[src/rtl/instruction_fetch_pkg.sv]
// Shared CPU definitions: datapath widths, fetch FSM encoding, counter helper.
// Latency: none (types and constants only).
// Backpressure: not applicable.
package instruction_fetch_pkg;

  localparam int ADDR_W  = 8;
  localparam int INSTR_W = 32;
  localparam int COUNT_W = 16;

  typedef enum logic [1:0] {
    IDLE = 2'd0,
    RUN  = 2'd1,
    HALT = 2'd2
  } fetch_state_t;

  // Increment that sticks at all-ones instead of wrapping.
  function automatic logic [COUNT_W-1:0] sat_inc(input logic [COUNT_W-1:0] value);
    return (&value) ? value : value + 1'b1;
  endfunction

endpackage

[src/rtl/instruction_fetch_program_counter.sv]
// Program counter: loadable 8-bit counter, load wins over increment, wraps 255->0.
// Latency: new value visible one clock after load/increment.
// Backpressure: none; the caller only pulses increment when a fetch is accepted.
module program_counter
  import instruction_fetch_pkg::*;
(
  input  logic              clock,
  input  logic              reset,
  input  logic              load,
  input  logic [ADDR_W-1:0] load_value,
  input  logic              increment,
  output logic [ADDR_W-1:0] count
);

  // Redirect has priority; otherwise step by one with natural modulo-256 wrap.
  always_ff @(posedge clock or posedge reset) begin
    if (reset) begin
      count <= '0;
    end else if (load) begin
      count <= load_value;
    end else if (increment) begin
      count <= count + 1'b1;
    end
  end

endmodule

[src/rtl/instruction_fetch.sv]
// Instruction fetch: IDLE/RUN/HALT sequencer feeding a one-entry IR to the decoder.
// Latency: one cycle from enable to first fetch; one bubble after every jump.
// Backpressure: IR holds and PC stalls while ir_valid && !ir_ready; jumps flush regardless.
module instruction_fetch
  import instruction_fetch_pkg::*;
(
  input  logic               clock,
  input  logic               reset,
  input  logic               enable,
  input  logic               halt_request,
  input  logic               jump_valid,
  input  logic [ADDR_W-1:0]  jump_target,
  output logic [ADDR_W-1:0]  imem_address,
  input  logic [INSTR_W-1:0] imem_instruction,
  output logic [INSTR_W-1:0] ir_instruction,
  output logic [ADDR_W-1:0]  ir_address,
  output logic               ir_valid,
  input  logic               ir_ready,
  output logic [COUNT_W-1:0] fetch_count,
  output logic               running
);

  fetch_state_t      state;
  logic [ADDR_W-1:0] pc;
  logic              fetch;

  // A fetch needs RUN, permission, no stop/redirect, and room in the IR.
  assign fetch = (state == RUN) && enable && !halt_request && !jump_valid &&
                 (!ir_valid || ir_ready);

  assign imem_address = pc;

  program_counter u_pc (
    .clock      (clock),
    .reset      (reset),
    .load       (jump_valid),
    .load_value (jump_target),
    .increment  (fetch),
    .count      (pc)
  );

  // Sequencer: enable=0 beats everything in RUN, a jump beats halt, HALT exits only on a jump.
  always_ff @(posedge clock or posedge reset) begin
    if (reset) begin
      state   <= IDLE;
      running <= 1'b0;
    end else begin
      case (state)
        IDLE: begin
          if (enable && !jump_valid) begin
            state   <= RUN;
            running <= 1'b1;
          end
        end
        RUN: begin
          if (!enable) begin
            state   <= IDLE;
            running <= 1'b0;
          end else if (halt_request && !jump_valid) begin
            state   <= HALT;
            running <= 1'b0;
          end
        end
        HALT: begin
          if (jump_valid) begin
            state   <= enable ? RUN : IDLE;
            running <= enable;
          end
        end
        default: begin
          state   <= IDLE;
          running <= 1'b0;
        end
      endcase
    end
  end

  // IR: a jump flushes, a fetch loads, a consumed entry without refill empties; data is kept.
  always_ff @(posedge clock or posedge reset) begin
    if (reset) begin
      ir_valid       <= 1'b0;
      ir_instruction <= '0;
      ir_address     <= '0;
    end else if (jump_valid) begin
      ir_valid <= 1'b0;
    end else if (fetch) begin
      ir_valid       <= 1'b1;
      ir_instruction <= imem_instruction;
      ir_address     <= pc;
    end else if (ir_valid && ir_ready) begin
      ir_valid <= 1'b0;
    end
  end

  // Count IR loads, sticking at the maximum.
  always_ff @(posedge clock or posedge reset) begin
    if (reset) begin
      fetch_count <= '0;
    end else if (fetch) begin
      fetch_count <= sat_inc(fetch_count);
    end
  end

endmodule

[config.mk]
export PLATFORM = sky130hd
export DESIGN_NAME = instruction_fetch
export DESIGN_NICKNAME = d
export VERILOG_FILES = /design/src/rtl/instruction_fetch_pkg.sv /design/src/rtl/instruction_fetch_program_counter.sv /design/src/rtl/instruction_fetch.sv
export SDC_FILE = /design/constraint.sdc
export NUM_CORES = 1
export LEC_CHECK = 0
export CAP_MARGIN = 20
export CORE_MARGIN = 8
export CORE_UTILIZATION = 47
export DETAILED_ROUTE_END_ITERATION = 10
export GPL_ROUTABILITY_DRIVEN = 1
export PLACE_DENSITY_LB_ADDON = 0.15
export RECOVER_POWER = 100
export SETUP_SLACK_MARGIN = 0.4
export SLEW_MARGIN = 20
export SYNTH_ARGS = -nofsm -noshare
export SYNTH_HDL_FRONTEND = slang
export SYNTH_SLANG_ARGS = --single-unit
[constraint.sdc]
create_clock -name clock -period 4.8 [get_ports clock]
set_clock_uncertainty 0.05 [all_clocks]
set_input_delay 0.48 -clock clock [delete_from_list [all_inputs] [get_ports clock]]
set_output_delay 0.48 -clock clock [all_outputs]
set_load 0.01 [all_outputs]
==> results by stage <==
Clock network:
- Buffers inserted to repair hold after CTS numbered 0.
- Clock-pin slew was measured on the worst setup and hold paths at 0.07 ns.
- The number of buffers inserted to repair setup after CTS is 0.
- The clock latency reported for the late side of the worst-skew pair is 0.33 ns.
- The H-tree was split into 3 levels.
- Gates resized during post-CTS repair numbered 0.
- The library cell used as clock root buffer is sky130_fd_sc_hd__clkbuf_8.
- The number of clock buffers added by TritonCTS is 9.
- The clock passes through at most 2 buffers.
- The CTS tree is yes.
- The clock sink count is 68.

Die:
- The die is 95.47 um tall.
- During I/O placement, the number of pins put on the boundary was 112.
- The initial cell density of the core is 47.55%.
- In this run the core area contains 29 standard-cell rows.
- The floorplan step set the die width to 95.47 um.
- The die covers 9114 sq um.
- The total area inside the core boundary comes to 6241 sq um.

Global route:
- The total grt overflow is 0.
- The number of antenna violations at the first check in global routing is 0.
- The total routing usage reported by global routing is 16.20%.
- The via count of the first global-routing pass is 2326.
- The global-route wire length before repair is 11520 um.
- The maximum number of pins on one net before global-route repair is 57.

Routing:
- The number of search-and-repair iterations in the first detailed-routing pass is 4.
- The final routed wirelength across all metal layers is 7025 um.
- The routed length per placed instance is 16.49 um.
- Using the TritonRoute via totals, the vias-per-cell ratio works out to 5.268.
- In this run the remaining antenna-violating nets after routing total 0.
- The detailed-route DRC error count is 0.
- For this block, the initial DRC count from the detailed router was 68.
- The via count is 2244.

Finish:
- The filler cells instantiated in the layout total 486.
- The repair_antennas step left the layout with diodes totalling 0.
- Relative to the synthesized area, the layout overhead comes to 45.87%.
- In the final layout, the multi-input gates occupy 1155 sq um.
- Leaving out fill and tap cells, the most frequent cells in the layout are sky130_fd_sc_hd__dlygate4sd3_1 (69), sky130_fd_sc_hd__dfrtp_1 (68), sky130_fd_sc_hd__clkdlybuf4s50_1 (42).
- The post-layout net count is 392.
- The area occupied by registers is 1702 sq um.
- The share of final-layout standard cells stronger than drive strength 1 is 17.48%.
- The library cell used most frequently in the layout, excluding fill and tap cells, is sky130_fd_sc_hd__dlygate4sd3_1.

Place:
- At the placement stage, the worst setup path has a slack of 1.878 ns.
- Detailed placement ended at an HPWL of 5107 um.
- The count of buffers added on input and output ports is 111.
- The final estimated routing congestion in global placement is 0.7827.

Timing:
- Static timing analysis puts the maximum clock frequency at 335.4 MHz.
- The setup violation total in the final timing report is 0.
- The routed design could run at a clock period as short as 2.982 ns.
- Setup repair after global routing left no endpoint under its margin.
- For the pin with the worst max-slew slack, the measured transition is 1.712 ns.
- After layout, the worst path uses 62.12% of the clock period.
- The number of hold-slack violations in the final timing report came to 0.
- Setup total negative slack on the finished layout was measured at 0 ns.
- The post-route worst setup slack is 1.818 ns.
- The worst hold slack is 0.4437 ns.
- The final-report max-slew violation count came to 47.
- The worst slew margin relative to its limit is -14.23%.

Synthesis:
- The post-synthesis sequential area ratio is 57.34%.
- The number of distinct standard cells referenced by the synthesized netlist is 31.
- The synthesized netlist occupies a cell area of 2968 sq um.
- Counting every net in the synthesized netlist gives 277.
- By area the synthesized netlist is led by sky130_fd_sc_hd__dfrtp_1 (57%), sky130_fd_sc_hd__mux2_2 (16%), sky130_fd_sc_hd__xor2_1 (5.0%).
- The share of synthesized area in the top cell type comes to 57.34%.
- Each instance of the synthesized netlist takes up on average 12.96 sq um.
- The number of synthesis warnings is 0.
- Synthesis inferred 68 register bits.
- The number of instances in the synthesized netlist is 229.
- The cell taking the most area after synthesis is sky130_fd_sc_hd__dfrtp_1.

Power and ir drop:
- The worst-case IR drop observed on VDD is 0.2703 mV.
- The total power divided by cell area is 419.2 nW/um^2.
- For this design the static power due to leakage is 1.981 nW.

Status:
- The flow ran to the end, but the final reports show violations.
- The final reports fail on capacitance limit, slew limit.

Setup path:
- The data arrival time of the worst path is 3.20 ns.
- In this run the worst path has a maximum fanout of 46.
- The type of the setup path with the least slack is in -> async.
- The worst setup path is captured at an asynchronous set/reset pin.
- The critical path data required time is 5.02 ns.
- The element type at the critical path start is a primary input.

Job:
- The count of maximum capacitance violations is 1.

Hold path:
- The worst hold path class is reg -> reg.
==> worst max-delay path, stage by stage <==
cell and delay (ns):
sky130_fd_sc_hd__dlygate4sd3_1 0.53, sky130_fd_sc_hd__inv_1 1.22, sky130_fd_sc_hd__clkbuf_1 0.95
==> cells in the mapped netlist <==
cell type                   count
sky130_fd_sc_hd__nor3_1         4
sky130_fd_sc_hd__inv_1          4
sky130_fd_sc_hd__or3_4          1
sky130_fd_sc_hd__nor2_1         3
sky130_fd_sc_hd__nand4_1        8
sky130_fd_sc_hd__dfrtp_1       68
sky130_fd_sc_hd__buf_2          5
sky130_fd_sc_hd__nor4b_2        2
sky130_fd_sc_hd__clkbuf_1       2
sky130_fd_sc_hd__nor4_1        10
sky130_fd_sc_hd__nor4bb_1       1
sky130_fd_sc_hd__xor2_1        17
sky130_fd_sc_hd__nand2b_1       2
sky130_fd_sc_hd__buf_6          2
sky130_fd_sc_hd__and4_1         1
sky130_fd_sc_hd__nor2b_1        2
sky130_fd_sc_hd__nand3_1        7
sky130_fd_sc_hd__o21ai_0        9
sky130_fd_sc_hd__nor3b_1        1
sky130_fd_sc_hd__a211oi_1       1
sky130_fd_sc_hd__ha_1           2
sky130_fd_sc_hd__a21oi_1        5
sky130_fd_sc_hd__xnor2_1        5
sky130_fd_sc_hd__nor4_2         3
sky130_fd_sc_hd__and3_1         2
sky130_fd_sc_hd__nand2_1       17
sky130_fd_sc_hd__mux2i_1        1
sky130_fd_sc_hd__nand4bb_4      1
sky130_fd_sc_hd__or2_2          1
sky130_fd_sc_hd__a32o_1         1
sky130_fd_sc_hd__mux2_2        41
==> stage by stage <==
stage	util, %	instances	total power (W)	cell area [sq um]
2_1_floorplan	-	229	0.0009891	2968
3_3_place_gp	66.26	410	0.001318	4135
3_5_place_dp	66.26	410	0.001332	4135
4_1_cts	70.09	426	0.001898	4374
5_1_grt	69.37	426	0.001915	4329
6_report	69.37	426	0.001815	4329
==> final cells by class <==
class | instances | area share, %
clock buffer | 9 | 2.861
clock inverter | 7 | 2.659
inverter | 4 | 0.3468
multi-input combinational | 148 | 26.68
sequential | 68 | 39.31
tap | 77 | 2.225
timing repair buffer | 113 | 25.92
==> path summary, 6_finish.rpt <==
check	end	startpoint	slack, ns	cells past startpoint
setup / recovery	u_pc.count[7]	reset	1.82	3
hold / removal	fetch_count[15]	fetch_count[15]	0.44	1
setup reg to reg	fetch_count[1]	state[1]	2.46	4
hold reg to reg	fetch_count[15]	fetch_count[15]	0.44	1
max in group clock	fetch_count[1]	halt_request	2.14	5
min in group asynchronous	ir_instruction[24]	reset	1.08	2
==> per-layer routing <==
metal	global-route usage, %	routed length (um)	vias up	share of wire (%)
met1	19.17	2820	1092	40
met2	27.22	3616	88	51
met4	6.146	45	0	0.64
met3	4.803	543	5	7.7
met5	0	0	-	0
li1	-	-	1059	-
==> power breakdown <==
part           switching (W)  internal, W
Sequential         0.0000749     0.000699
Combinational       0.000190     0.000291
Clock               0.000217     0.000343
==> cell families (layout without fill, tap and decap cells) <==
family                   after synthesis  count (layout)  synth area share [%]
flip-flops                            68              68                 57.34
buffers and inverters                 13             133                 2.361
AO/OA/AOI/OAI                         16              16                 2.951
adder cells (fa/ha/maj)                2               2                0.8430
multiplexers                          42              42                 15.89
XOR/XNOR                              22              22                 6.492
AND/OR/NAND/NOR                       66              66                 14.12
==> flip-flops by register name (all words and copies together), names as in the netlist <==
signal and count:
fetch_count 16, ir_address 8, ir_instruction 32, ir_valid 1, running 1, state 2, u_pc.count 8
(Power assumes the default switching activity.)
